===== src/rtl/segment_decoder.sv =====
// Decodes a two-digit seven-segment pair (tens, units) back to a value 0-15.
// A capture starts on a ready rise, waits for a stable pattern, then holds the result until ack.
module segment_decoder #(
  parameter int unsigned STABLE_CYCLES = 3,
  parameter int unsigned ERR_W         = 4
) (
  input  logic             clk,
  input  logic             reset,
  input  logic [6:0]       dse,
  input  logic [6:0]       dsd,
  input  logic             ready,
  input  logic             ack,
  output logic [3:0]       s,
  output logic             valid,
  output logic             err,
  output logic             busy,
  output logic [ERR_W-1:0] err_count
);

  localparam int unsigned    CntW       = $clog2(STABLE_CYCLES + 1);
  localparam logic [CntW-1:0] CntTarget = CntW'(STABLE_CYCLES);
  localparam logic [CntW-1:0] CntOne    = CntW'(1);
  localparam logic [6:0]     SegBlank   = 7'b0000000;
  localparam logic [6:0]     SegZero    = 7'b1111110;
  localparam logic [6:0]     SegOne     = 7'b0110000;

  typedef enum logic [1:0] {StIdle, StSettle, StHold} state_e;

  state_e           state_q, state_d;
  logic             ready_q;
  logic [13:0]      snap_q, snap_d;
  logic [CntW-1:0]  cnt_q, cnt_d;
  logic [3:0]       s_q, s_d;
  logic             valid_q, valid_d;
  logic             err_q, err_d;
  logic             busy_q;
  logic [ERR_W-1:0] ecnt_q, ecnt_d;
  logic             rise;
  logic             enter_hold;
  logic [4:0]       dec;

  // Returns {legal, digit} for a single units pattern.
  function automatic logic [4:0] seg_units(input logic [6:0] seg);
    case (seg)
      7'b1111110: return 5'b1_0000;
      7'b0110000: return 5'b1_0001;
      7'b1101101: return 5'b1_0010;
      7'b1111001: return 5'b1_0011;
      7'b0110011: return 5'b1_0100;
      7'b1011011: return 5'b1_0101;
      7'b1011111: return 5'b1_0110;
      7'b1110000: return 5'b1_0111;
      7'b1111111: return 5'b1_1000;
      7'b1110011: return 5'b1_1001;
      default:    return 5'b0_0000;
    endcase
  endfunction

  // Returns {err, value}; illegal pairs decode to value 0.
  function automatic logic [4:0] decode_pair(input logic [13:0] pair);
    logic [4:0] u;
    u = seg_units(pair[6:0]);
    if (pair[13:7] == SegBlank && u[4]) begin
      return {1'b0, u[3:0]};
    end else if (pair[13:7] == SegOne && u[4] && u[3:0] <= 4'd5) begin
      return {1'b0, u[3:0] + 4'd10};
    end else if (pair[13:7] == SegZero && pair[6:0] == SegOne) begin
      return {1'b0, 4'd10};
    end
    return 5'b1_0000;
  endfunction

  assign rise = ready & ~ready_q;

  always_comb begin
    state_d    = state_q;
    snap_d     = snap_q;
    cnt_d      = cnt_q;
    s_d        = s_q;
    valid_d    = valid_q;
    err_d      = err_q;
    ecnt_d     = ecnt_q;
    enter_hold = 1'b0;
    dec        = 5'b0_0000;

    unique case (state_q)
      StIdle: begin
        if (rise) begin
          snap_d = {dse, dsd};
          cnt_d  = CntOne;
          if (cnt_d == CntTarget) enter_hold = 1'b1;
          else                    state_d    = StSettle;
        end
      end
      StSettle: begin
        if (!ready) begin
          state_d = StIdle;
        end else begin
          if ({dse, dsd} == snap_q) begin
            cnt_d = cnt_q + CntOne;
          end else begin
            snap_d = {dse, dsd};
            cnt_d  = CntOne;
          end
          if (cnt_d == CntTarget) enter_hold = 1'b1;
        end
      end
      StHold: begin
        if (ack) begin
          state_d = StIdle;
          valid_d = 1'b0;
        end
      end
      default: state_d = StIdle;
    endcase

    if (enter_hold) begin
      dec     = decode_pair(snap_d);
      state_d = StHold;
      s_d     = dec[3:0];
      err_d   = dec[4];
      valid_d = 1'b1;
      if (dec[4] && ecnt_q != {ERR_W{1'b1}}) ecnt_d = ecnt_q + 1'b1;
    end
  end

  always_ff @(posedge clk or posedge reset) begin
    if (reset) begin
      state_q <= StIdle;
      ready_q <= 1'b0;
      snap_q  <= '0;
      cnt_q   <= '0;
      s_q     <= '0;
      valid_q <= 1'b0;
      err_q   <= 1'b0;
      busy_q  <= 1'b0;
      ecnt_q  <= '0;
    end else begin
      state_q <= state_d;
      ready_q <= ready;
      snap_q  <= snap_d;
      cnt_q   <= cnt_d;
      s_q     <= s_d;
      valid_q <= valid_d;
      err_q   <= err_d;
      busy_q  <= (state_d != StIdle);
      ecnt_q  <= ecnt_d;
    end
  end

  assign s         = s_q;
  assign valid     = valid_q;
  assign err       = err_q;
  assign busy      = busy_q;
  assign err_count = ecnt_q;

endmodule


===== config.mk =====
export PLATFORM = sky130hd
export DESIGN_NAME = segment_decoder
export DESIGN_NICKNAME = d
export VERILOG_FILES = /design/src/rtl/segment_decoder.sv
export SDC_FILE = /design/constraint.sdc
export NUM_CORES = 1
export LEC_CHECK = 0
export BUFFER_PORTS_ARGS = -buffer_cell sky130_fd_sc_hd__buf_2
export CAP_MARGIN = 30
export CORE_ASPECT_RATIO = 0.8
export CORE_MARGIN = 1
export CORE_UTILIZATION = 54
export CTS_BUF_LIST = sky130_fd_sc_hd__clkbuf_2
export CTS_CLUSTER_DIAMETER = 150
export DETAILED_ROUTE_END_ITERATION = 7
export PLACE_DENSITY_LB_ADDON = 0.1
export SYNTH_ARGS = -nofsm -noshare
export SYNTH_HDL_FRONTEND = slang
export SYNTH_SLANG_ARGS = --single-unit

===== constraint.sdc =====
create_clock -name clk -period 2.95 [get_ports clk]
set_input_delay 0.4425 -clock clk [delete_from_list [all_inputs] [get_ports clk]]
set_output_delay 0.4425 -clock clk [all_outputs]
set_load 0.02 [all_outputs]

==> flow_metrics.tcl <==
set metrics [dict create \
    cts_hold_buf 0 \
    synth_common_cells "30 x dfrtp_1, 19 x nand2_1, 12 x inv_1" \
    syn_avg_cell_area_sq_um 10.54 \
    clk_latency_ns 0.42 \
    yosysMostFrequentCell "dfrtp_1" \
    vias 2302 \
    grt_pass1_wl_mm 10.36 \
    ys_async_sr_fraction_pct 100.0 \
    leakage_nw 1.545 \
    power_density_nw_per_um2 409.6 \
    core_region_area_sq_um 3929 \
    viasPerCell 6.074 \
    finalMaxSlewViolations 0 \
    yosysTopAreaCellShare_pct 32.68 \
    synth_compound_area_share_pct 20.10 \
    rsz0062_at_grt "yes" \
    fin_skew_ns 0.01492 \
    irDropWorstVdd_uv 300.1 \
    hold_violations 0 \
    hp-class "in -> async" \
    synth.distinct_cells 73 \
    r2r_cells 13 \
    violations "setup timing" \
    die_area_sq_um 4520 \
    critPathMaxFanout 7 \
    syn-num-nets 238 \
    num-fill-cells 214 \
    grt_pass1_vias 2116 \
    slowest_stage "or4_4" \
    multiInputGateArea_sq_um 1663 \
    synth_edf_count 0 \
    critical_path.most_common_cell "or4_4" \
    grt_max_degree 31 \
    tritoncts "done" \
    dp.final_hpwl_mm 4.930 \
    synthAdderAreaFrac_pct 1.089 \
    cts_num_sinks 30 \
    routabilityCongestion 0.9193 \
    synthCells 218 \
    top_level_ports 29 \
    tightest_slew_ns 0.5013 \
    nets 343 \
    synth_area_leaders "dfrtp_1 33%, xnor2_2 5.7%, xnor2_4 3.6%, nand2_1 3.1%, mux2_2 2.5%" \
    grt.total_usage_pct 32.38 \
    synth_area_sq_um 2297 \
    layout_setup_ws_ns -0.3698 \
    drc 0 \
    regArea_sq_um 753.2 \
    root_buffer "clkbuf_2" \
    layout_min_cycle_time_ns 3.320 \
    cts_buffers 5 \
    fin_hold_ws_ns 0.05996 \
    cpPeakStageDelay_ns 0.53 \
    cts.path.max_buffers 2 \
    timing.max_cap.violations 0 \
    synth.area.mux_share_pct 5.174 \
    htreeDepth 2 \
    drt_wl_total_mm 6.868 \
    die_width_um 74.92 \
    wl_per_cell_um 18.12 \
    timing.final.crit_share_pct 112.5 \
    crit_required_ns 3.28 \
    rows 20 \
    synth_top_family_by_area "simple AND/OR/NAND/NOR gates" \
    area_growth_syn_to_layout_pct 43.46 \
    cp-end-kind "register" \
    final_core_util_pct 83.89 \
    numPortBuffers 28 \
    total_power_mw 1.350 \
    die_y_um 60.34 \
    initial_core_util_pct 58.47 \
    synthSimpleGateAreaFrac_pct 25.76 \
    cp-start-kind "register" \
    netlist.top_cell.by_area "dfrtp_1" \
    status "complete, but fails checks" \
    criticalPathCategory "reg -> reg" \
    antenna_left 0 \
    arrival_ns 3.65 \
    synthXorXnorAreaFrac_pct 11.17 \
    setup_viol 9 \
    worst_slew_margin_rel_pct 66.58 \
    antenna_found_initial 0 \
    clk_pin_slew_worst_paths_ns 0.18 \
    drive_gt1_share_pct 56.48 \
    synth-main-ff-cell "dfrtp_1" \
    ys_ff_latch 30 \
    gr-total-overflow 0 \
    crit_chain "xnor2_1, nand4_4, or4_4, o211a_4, inv_4, nand2_1, or4_4, nor3b_4, inv_2, ha_4, a31oi_1, or3b_1, o211a_1" \
    ys_seq_area_share_pct 32.68 \
    drt_iter0_markers 278 \
    drt_pre_antenna_iters 7 \
    fmax_ghz 0.3012 \
    antenna_cells 0 \
    synth_warnings 0 \
]
[metrics by stage]
step | instance area [sq um] | worst slack (ns) | TNS (ns) | cells
after CTS | 3219 | -0.3179 | -1.604 | 378
after global routing | 3296 | -0.4809 | -3.247 | 379
after detailed placement | 3079 | -0.5793 | -3.698 | 369
final | 3296 | -0.3698 | -2.208 | 379
after global placement | 3079 | -0.4632 | -3.298 | 369
after floorplan | 2354 | -0.1925 | -0.2958 | 218
[cell families after synthesis]
logic type / count (synthesis)
AND/OR/NAND/NOR: 89
AO/OA/AOI/OAI: 52
flip-flops: 30
buffers and inverters: 18
XOR/XNOR: 16
multiplexers: 11
adder cells (fa/ha/maj): 2
[layer usage]
layer  routed length [um]  GRT usage (%)  vias to the layer above
met5                    0              0                        -
met4                  330          15.09                        0
met1                 2951          42.57                     1076
met2                 3106          51.35                      137
met3                  480          7.309                       52
li1                     -              -                     1037
[final timing paths]
kind	startpoint	endpoint	slack [ns]
worst max-delay path	snap_q[4]	s[3]	-0.37
worst min-delay path	reset	snap_q[2]	0.06
worst max register to register	snap_q[4]	s[3]	-0.37
worst min register to register	err	err	0.50
max in group asynchronous	reset	snap_q[13]	2.58
min in group clk	ack	state_q[1]	0.23
[where the power goes]
part | internal [mW] | leakage [nW] | switching [mW] | total [mW]
Sequential | 0.447 | 0.377 | 0.0451 | 0.492
Clock | 0.0580 | 0.0304 | 0.168 | 0.226
Combinational | 0.322 | 1.14 | 0.310 | 0.632
[critical path: cells and delay by family, from the launching register on]
family	cells	cell delay, ns
AOI/OAI and AO/OA	3	0.35
xor gates and xnor gates	1	0.26
adders and majority gates	1	0.13
buffers and inverters	2	0.15
DFF	1	0.45
and+or+nand+nor	6	1.85
[final cells by class]
type | instances | share of cell area (%)
sequential | 30 | 22.85
tap | 55 | 2.088
timing repair buffer | 102 | 21.72
multi-input combinational | 170 | 50.46
inverter | 14 | 1.708
clock buffer | 6 | 0.9112
clock inverter | 2 | 0.2658
[sequential cells by signal (all words and copies together) (netlist names)]
| signal | count |
|---|---|
| cnt_q | 2 |
| ready_q | 1 |
| snap_q | 14 |
| valid | 1 |
| err_count | 4 |
| s | 4 |
| busy | 1 |
| err | 1 |
| state_q | 2 |
[timing repair]
item | in CTS | in global routing
buffers inserted | 3 | 1
pin swaps | 9 | 3
gates resized for setup | 20 | 12
cloned | 0 | 0
endpoints found under the setup margin | 9 | 9
[placed cells by master, fill, tap and decap left out, types with 3 or more instances in the layout]
cell	Yosys	layout
a21oi_1	5	4
a221o_2	3	3
a22oi_1	7	6
a2bb2oi_1	3	3
buf_2	1	28
buf_4	0	71
clkbuf_2	0	6
dfrtp_1	30	28
inv_1	12	11
mux2_2	5	5
mux2i_1	4	4
nand2_1	19	17
nand2b_1	3	3
nand3_1	8	7
nand3_2	2	3
nand4_1	6	6
nand4_4	2	3
nor2_1	11	10
nor3_1	4	4
o21ai_0	6	5
or4_1	5	3
or4_4	1	3
xnor2_1	5	4
xnor2_2	8	6
xnor2_4	3	6
Note: power is estimated with default switching activity, not from simulation.
